--- config.mk ---
export PLATFORM = sky130hd
export DESIGN_NAME = serial_sub
export DESIGN_NICKNAME = d
export VERILOG_FILES = /design/src/rtl/serial_sub_pkg.sv /design/src/rtl/serial_sub_fsc.sv /design/src/rtl/serial_sub.sv
export SDC_FILE = /design/constraint.sdc
export NUM_CORES = 1
export LEC_CHECK = 0
export BUFFER_PORTS_ARGS = -buffer_cell sky130_fd_sc_hd__buf_2
export CORE_MARGIN = 8
export CORE_UTILIZATION = 35
export DETAILED_ROUTE_END_ITERATION = 16
export PLACE_DENSITY = 0.53
export SLEW_MARGIN = 20
export SYNTH_ARGS = -nofsm -noshare
export SYNTH_HDL_FRONTEND = slang
export SYNTH_SLANG_ARGS = --single-unit
--- constraint.sdc ---
create_clock -name clk -period 1.4 [get_ports clk]
set_input_delay 0.42 -clock clk [delete_from_list [all_inputs] [get_ports clk]]
set_output_delay 0.42 -clock clk [all_outputs]
set_load 0.01 [all_outputs]
--- src/rtl/serial_sub_pkg.sv ---
// Shared types and limits for the bit-serial subtractor.
package serial_sub_pkg;
    typedef enum logic [1:0] {IDLE, RUN, DONE} ss_state_t;

    localparam int W_MAX = 32;
endpackage

--- src/rtl/serial_sub_fsc.sv ---
// Full-subtractor cell: d = x - y - bi, with borrow-out bo.
module fsc (
    input  logic x,
    input  logic y,
    input  logic bi,
    output logic d,
    output logic bo
);
    assign d  = x ^ y ^ bi;
    assign bo = (~x & y) | (~x & bi) | (y & bi);
endmodule

--- src/rtl/serial_sub.sv ---
// Bit-serial W-bit subtractor (diff = a - b), LSB first, one bit per clock,
// behind a start/busy/done handshake.
module serial_sub
    import serial_sub_pkg::*;
#(
    parameter int W = 8
) (
    input  logic         clk,
    input  logic         rst,
    input  logic         start,
    input  logic [W-1:0] a,
    input  logic [W-1:0] b,
    output logic         busy,
    output logic         done,
    output logic [W-1:0] diff,
    output logic         borrow
);
    localparam int CW = (W > 1) ? $clog2(W) : 1;

    if (W < 2 || W > W_MAX) begin : g_bad_w
        $error("serial_sub: W out of range");
    end

    ss_state_t     state, state_nxt;
    logic [W-1:0]  sa, sb, sd;
    logic [CW-1:0] cnt;
    logic          bff;
    logic          d_bit, bo_bit;
    logic          load, last;

    // Start is only honoured between operations; RUN ignores it entirely.
    assign load = start && (state == IDLE || state == DONE);
    assign last = (state == RUN) && (cnt == CW'(W - 1));

    fsc u_fsc (
        .x  (sa[0]),
        .y  (sb[0]),
        .bi (bff),
        .d  (d_bit),
        .bo (bo_bit)
    );

    always_ff @(posedge clk) begin
        if (rst) state <= IDLE;
        else     state <= state_nxt;
    end

    always_comb begin
        state_nxt = state;
        case (state)
            IDLE:    if (start) state_nxt = RUN;
            RUN:     if (last)  state_nxt = DONE;
            DONE:    state_nxt = start ? RUN : IDLE;
            default: state_nxt = IDLE;
        endcase
    end

    always_comb begin
        busy = 1'b0;
        done = 1'b0;
        case (state)
            RUN:     busy = 1'b1;
            DONE:    done = 1'b1;
            default: ;
        endcase
    end

    always_ff @(posedge clk) begin
        if (rst) begin
            sa     <= '0;
            sb     <= '0;
            sd     <= '0;
            bff    <= 1'b0;
            cnt    <= '0;
            diff   <= '0;
            borrow <= 1'b0;
        end else if (load) begin
            sa  <= a;
            sb  <= b;
            sd  <= '0;
            bff <= 1'b0;
            cnt <= '0;
        end else if (state == RUN) begin
            sd  <= {d_bit, sd[W-1:1]};
            sa  <= sa >> 1;
            sb  <= sb >> 1;
            bff <= bo_bit;
            cnt <= cnt + CW'(1);
            // Outputs are only updated on the edge that enters DONE.
            if (last) begin
                diff   <= {d_bit, sd[W-1:1]};
                borrow <= bo_bit;
            end
        end
    end
endmodule

# After elaboration in Yosys (flattened, before gate mapping)
# Cells that the tools add are included.
# totals
latch_bits,0
output_inout_bits,11
mem_bits_ro,0
ramBits,0
mem_count,0
regBits,39
# classes
mul,0
eq_ne,5
n_div,0
n_reduce_logical,8
n_bitwise,9
order_cmp,0
n_mux,10
shift,0
addsub,1
# op_table
op,count
two-way mux 8 bit,4
case mux 2 bit (3 select lines),1
two-way mux 2 bit,2
inequality test 2 bit (second input constant),2
adder 3 x 1 -> 3 bit (second input constant),1
bitwise AND 1 bit,3
== test 3 bit (second input constant),1
two-way mux 1 bit,3
AND reduction 3 bit,1
== test 2 x 1 -> 1 bit (second input constant),1
== test 2 bit (second input constant),1
logical AND 1 bit,2
logical NOT 2 bit,1
inverter 1 bit,2
bitwise OR 1 bit,2
AND reduction 2 bit,1
nonzero test 2 bit,1
OR reduction 2 bit,1
bitwise XOR 1 bit,2
logical OR 1 bit,1

# Logic depth before layout (Yosys ltp)
# Gate-level depths: netlist of run 1.
# logic_depth
word_depth,5
depth_mapped,7
depth_no_buf,5

# Cells and area by module
# From an unflattened synthesis of run 1, not the netlist that was laid out.
# unflattened
hier_cells,177
area_unflattened_um2,1510.2
# modules_own_cells
mod,instances,seq_area_each_um2,cells_each,area_each_um2
serial_sub,1,760.7,174,1482.7
fsc,1,0.0,3,27.5

# Worst setup path before layout of run 1
# Ideal clock, no wire load.
# synth_path
path_kind,register to output
start,reg state[1]
end,out busy
path_slack_ps,126
t_required_ps,980
arrival_time_ps,854
path_stages_with_launch,6
path_buffers,3
cell_sequence,dfxtp_1 > nand2b_1 > buf_4 > inv_4 > buf_8 > buf_6
# synth_between
elab_chain_cells,2
# synth_rtl
element,line_no,rtl
from (decl),serial_sub.sv:24,"ss_state_t state, state_nxt;"
from (signal assigned),serial_sub.sv:45,else state <= state_nxt;
== test 2 x 1 -> 1 bit,serial_sub.sv:61,case (state)
two-way mux 1 bit,serial_sub.sv:61,
to (decl),serial_sub.sv:13,"output logic busy,"
# Every way passes these cells.

# Final worst setup path of run 1
# layout_path
start,reg state[0]
end,out done
# layout_between
elab_chain_cells,2
# layout_rtl
element,line_no,rtl
== test 2 bit,serial_sub.sv:61,
two-way mux 1 bit,serial_sub.sv:61,
to (decl),serial_sub.sv:14,"output logic done,"
# Every way passes these cells.

==> flow_summary.json, run 1 <==
{
  "status": "complete, no violations",
  "ctsHtreeMaxLevel": 2,
  "drt_first_pass_iters": 4,
  "syn_area_um2": 1610,
  "final.setup_skew_ps": 10.5,
  "place_inst": 256,
  "slew_viol_final": 0,
  "r2r_end": "diff[7]",
  "yosysWarnings": 0,
  "fmaxAchievable_mhz": 728,
  "grt_pass1_vias": 1380,
  "diodes": 0,
  "use_met3_pct": 3.32,
  "crit_start": "state[0]",
  "routed_wl_um": 3700,
  "ir_drop_v": 0.000685,
  "maxCapViolations": 0,
  "p_per_area_nw_per_um2": 1180,
  "syn_inst": 175,
  "clkLatencyLatePin_ps": 280,
  "setup_violations": 0,
  "drt-initial-drc-count": 69,
  "instances_no_fill": 267,
  "routabilityCongestion": 0.729,
  "fin_crit_sh_pct": 98.2,
  "start_util_pct": 36.8,
  "finalSetupTns_ps": 0,
  "timing.hold.ws_ps": 392,
  "postSynthNetCount": 197,
  "num-nets-final": 236,
  "fin_util_pct": 45.7,
  "gr-usage-met1_pct": 13.7,
  "path_class": "reg -> out",
  "portBuffers": 29,
  "worstPathArrival_ps": 950,
  "cts_tree": "yes",
  "drtAntennaViolNets": 0,
  "cts_sinks": 38,
  "final_common_cell": "dfxtp_1",
  "clkTransAtPathRegs_ps": 70,
  "drive_above_1_share_pct": 37.7,
  "period_minus_slack_ps": 1370,
  "wire_per_inst_um": 13.8,
  "layout_common_cells": "36 x dfxtp_1, 35 x nand2_1, 27 x buf_2, 19 x nor3_1, 15 x buf_4",
  "synth_area_per_cell_um2": 9.22,
  "die_area_um2": 7040,
  "hold_class": "in -> reg",
  "p_total_uw": 2360,
  "top_usage_layer": "met2",
  "groute.layer.met2.usage_pct": 17.6,
  "vias_per_cell": 4.95,
  "yosysTopAreaCell": "dfxtp_1",
  "coreArea_um2": 4380,
  "numCtsBuffers": 5,
  "relSlewSlack_pct": 84.8,
  "rsz0062_at_grt": "yes",
  "multi_input_area_um2": 756,
  "fp.dieW_um": 83.9,
  "synthToLayoutAreaGrowth_pct": 24.3,
  "critPathCaptureType": "output pin",
  "antenna_found_initial": 0,
  "r2r_setup_slack_ps": 110,
  "fill_cells": 414,
  "tightest_slew_ps": 229,
  "total_leakage_power_uw": 0.000751,
  "crit_end": "done",
  "seq_area_um2": 763,
  "synth_top_area_share_pct": 47.2,
  "ys_seq_area_share_pct": 47.2,
  "grt-ovfl-total": 0,
  "vias": 1322,
  "synth_cell_types": 28,
  "reg2reg_depth": 5,
  "grt_max_degree": 17,
  "cp_max_fo": 4,
  "ios": 30,
  "dp_hpwl_um": 2760,
  "required_ps": 980,
  "reg2reg_from": "cnt[0]",
  "synth-seq-cells": 38,
  "cp-start-kind": "register",
  "synthTopCellsByArea": "dfxtp_1 47%, nand2_1 8.1%, nor3_1 5.9%",
  "die_h_um": 83.9,
  "hold_viol": 0,
  "grt_pass1_wl_um": 6580,
  "rows": 24,
  "track_usage_pct": 11.0,
  "drc": 0,
  "ctsLongestPathBuffers": 2,
  "cts-root-buf": "clkbuf_8"
}
[where the power goes]
group	total, µW	switching (µW)	leakage, µW	internal (µW)
combinational	316	173	0.000388	143
clock	880	347	0.0000524	533
sequential	1160	30.1	0.000311	1130
[worst max-delay path: stages (launching register included)]
cell and delay (ps):
dfxtp_2 340, buf_6 120, nor2b_4 110, buf_6 100
[cell type report]
type	count	share of cell area (%)
flip-flops and latches	38	38.1
inverters	2	0.499
clock buffers	7	3.81
multi-input cells	120	37.7
clock inverters	1	1.50
repair buffers	47	15.2
well taps	52	3.25
[kinds of logic (layout without fill, tap and decap cells)]
logic type / Yosys count / count (layout) / share of synthesized area (%)
AO/OA/AOI/OAI: 37 / 37 / 17.9
XOR/XNOR: 1 / 1 / 0.543
adder cells (fa/ha/maj): 3 / 3 / 2.79
buffers and inverters: 17 / 57 / 7.06
flip-flops: 38 / 38 / 47.2
multiplexers: 1 / 1 / 0.621
AND/OR/NAND/NOR: 78 / 78 / 23.9
[per-layer routing]
metal | vias to the layer above | part of all wire (%)
met4 | 0 | 1.2
li1 | 682 | -
met5 | - | 0
met2 | 22 | 46
met3 | 6 | 3.8
met1 | 612 | 49
[timing repair]
item | CTS | global route
pin swaps | 0 | 1
endpoints found under the hold margin | 0 | 0
endpoints found under the setup margin | 2 | 10
setup buffers | 1 | 2
hold buffers | 0 | 0
gates resized for setup | 7 | 5
[flip-flops by register name, summed over array words and instances (netlist names)]
register,count
cnt,3
borrow,1
bff,1
sd,7
diff,8
state,2
sb,8
sa,8
[synth_stat cells, drive strengths merged]
library cell and number:
mux2i 1, clkbuf 1, nand2b 3, o22ai 9, nor2b 2, nor2 8
dfxtp 38, a22oi 1, nand2 35, inv 2, a21oi 20, ha 2
xnor2 1, fa 1, nand3b 1, nor3 19, nand3 10, buf 14
a311oi 5, o21a 1, a211oi 1
[metrics by stage]
step / setup slack (ps) / cell area (µm²)
2_1_floorplan: 126 / 1610
3_3_place_gp: 96.0 / 1830
3_5_place_dp: 48.8 / 1830
4_1_cts: 5.62 / 1970
5_1_grt: -27.6 / 2000
6_report: 25.4 / 2000
[how the worst min path moves through the flow]
stage	startpoint	endpoint	slack [ps]	cells after the start
final	a[7]	sa[7]	390	3
after global routing	a[7]	sa[7]	400	3
after CTS	a[7]	sa[7]	390	3
after detailed placement	cnt[2]	cnt[2]	460	2
after global placement	cnt[1]	cnt[1]	440	2
after floorplan	sd[1]	diff[0]	440	2
Power figures use the tool's default switching activity.
==> run 2: changes to the inputs <==
--- a/config.mk
+++ b/config.mk
@@ -5,11 +5,11 @@
 export SDC_FILE = /design/constraint.sdc
 export NUM_CORES = 1
 export LEC_CHECK = 0
-export BUFFER_PORTS_ARGS = -buffer_cell sky130_fd_sc_hd__buf_2
 export CORE_MARGIN = 8
 export CORE_UTILIZATION = 35
 export DETAILED_ROUTE_END_ITERATION = 16
-export PLACE_DENSITY = 0.53
+export DONT_BUFFER_PORTS = 1
+export PLACE_DENSITY = 0.47
 export SLEW_MARGIN = 20
 export SYNTH_ARGS = -nofsm -noshare
 export SYNTH_HDL_FRONTEND = slang
==> flow_summary.json, run 2 (synthesized netlist as in run 1, its figures left out) <==
{
  "status": "complete, no violations",
  "num-nets-final": 202,
  "hold_viol": 0,
  "r2r_setup_slack_ps": 110,
  "clkTransAtPathRegs_ps": 70,
  "path_class": "reg -> out",
  "worstPathArrival_ps": 940,
  "drtAntennaViolNets": 0,
  "drt-initial-drc-count": 95,
  "coreArea_um2": 4380,
  "drt_first_pass_iters": 4,
  "holdPathStages": 1,
  "top_regs": "diff x8, sa x8, sb x8",
  "total_leakage_power_uw": 0.000637,
  "ctsHtreeMaxLevel": 2,
  "tightest_slew_ps": 447,
  "fin_crit_sh_pct": 97.5,
  "fin_util_pct": 43.0,
  "ir_drop_v": 0.000671,
  "clkLatencyLatePin_ps": 280,
  "critPathCaptureType": "output pin",
  "diodes": 0,
  "grt_pass1_wl_um": 6050,
  "reg2reg_depth": 5,
  "die_h_um": 83.9,
  "reg2reg_from": "cnt[0]",
  "cts_sinks": 38,
  "p_per_area_nw_per_um2": 1230,
  "r2r_end": "diff[7]",
  "multi_input_area_um2": 746,
  "numCtsBuffers": 5,
  "maxCapViolations": 0,
  "period_minus_slack_ps": 1360,
  "fill_cells": 424,
  "grt_pass1_vias": 1169,
  "drc": 0,
  "p_clk_share_pct": 37.1,
  "fmaxAchievable_mhz": 733,
  "fp.dieW_um": 83.9,
  "dp_hpwl_um": 2380,
  "track_usage_pct": 10.4,
  "hold_end": "diff[6]",
  "routed_wl_um": 3590,
  "rsz0062_at_grt": "yes",
  "die_area_um2": 7040,
  "cts_tree": "yes",
  "p_int_uw": 1780,
  "start_util_pct": 36.8,
  "ios": 30,
  "hold_buffers": 0,
  "slew_viol_final": 0,
  "sw_frac_of_total_pct": 23.3,
  "routabilityCongestion": 0.713,
  "antenna_found_initial": 0,
  "synthToLayoutAreaGrowth_pct": 16.9,
  "required_ps": 980,
  "grt-ovfl-total": 0,
  "cp-start-kind": "register",
  "final_common_cell": "dfxtp_1",
  "layout_common_cells": "36 x dfxtp_1, 35 x nand2_1, 19 x nor3_1, 12 x a21oi_1, 9 x o22ai_1",
  "seq_area_um2": 763,
  "vias_per_cell": 5.11,
  "vias": 1190,
  "timing.hold.ws_ps": 190,
  "grt_max_degree": 29,
  "pwr-share-comb_pct": 12.9,
  "portBuffers": 0,
  "ctsLongestPathBuffers": 2,
  "final.setup_skew_ps": 2.56,
  "relSlewSlack_pct": 70.2,
  "drive_above_1_share_pct": 26.0,
  "cp_max_fo": 5,
  "cts-root-buf": "clkbuf_8",
  "wire_per_inst_um": 15.4,
  "hold_start": "rst",
  "hold_class": "in -> reg",
  "rows": 24,
  "p_seq_share_pct": 50.1,
  "power.switching_uw": 542,
  "setup_violations": 0
}
## run 2: worst max-delay path by stage
| stage | start | end | slack, ps |
|---|---|---|---|
| 2_1_floorplan | state[1] | busy | 130 |
| 3_3_place_gp | cnt[0] | diff[6] | 130 |
| 3_5_place_dp | cnt[0] | diff[5] | 50 |
| 4_1_cts | state[1] | busy | 0.06 |
| 5_1_grt | state[1] | busy | -10 |
| 6_report | state[1] | busy | 40 |
## run 2: cell type report
| cell class | instances | share of cell area (%) |
|---|---|---|
| inverter | 2 | 0.664 |
| clock buffer | 8 | 5.84 |
| sequential | 38 | 40.5 |
| timing repair buffer | 13 | 10.0 |
| multi-input combinational | 120 | 39.5 |
| tap | 52 | 3.45 |
## run 2: worst max-delay path: stages (launching register included)
cell,delay [ps]
dfxtp_2,330
nand2b_4,150
inv_6,70
buf_12,110
## run 2: per-stage QoR
stage          power (µW)  instances  setup TNS (ps)  cell area, µm²  setup WS [ps]
2_1_floorplan        1400        175               0            1610            126
3_5_place_dp         1440        219               0            1660           51.0
6_report             2320        233               0            1890           35.2
5_1_grt              2450        233           -10.7            1890          -10.7
3_3_place_gp         1430        219               0            1660            125
4_1_cts              2350        230               0            1860         0.0616
## run 2: power by group through the flow
stage | Clock, µW | Combinational (µW) | Sequential [µW]
after detailed placement | 0 | 252 | 1190
final | 861 | 299 | 1160
after global routing | 953 | 328 | 1170
after floorplan | 0 | 221 | 1180
after global placement | 0 | 248 | 1180
after CTS | 888 | 297 | 1160
## run 2: metal layers
metal  GRT usage, %  part of all wire [%]
met5              0                     0
met4           3.77                   1.4
met3           3.71                   5.3
met2           15.2                    42
met1           13.6                    51
## run 2: what timing repair did
item                                    CTS  global route
resized for setup                         2             3
endpoints found under the setup margin    1            10
gates cloned                              2             0
pin swaps                                 0             1
buffers inserted                          1             3
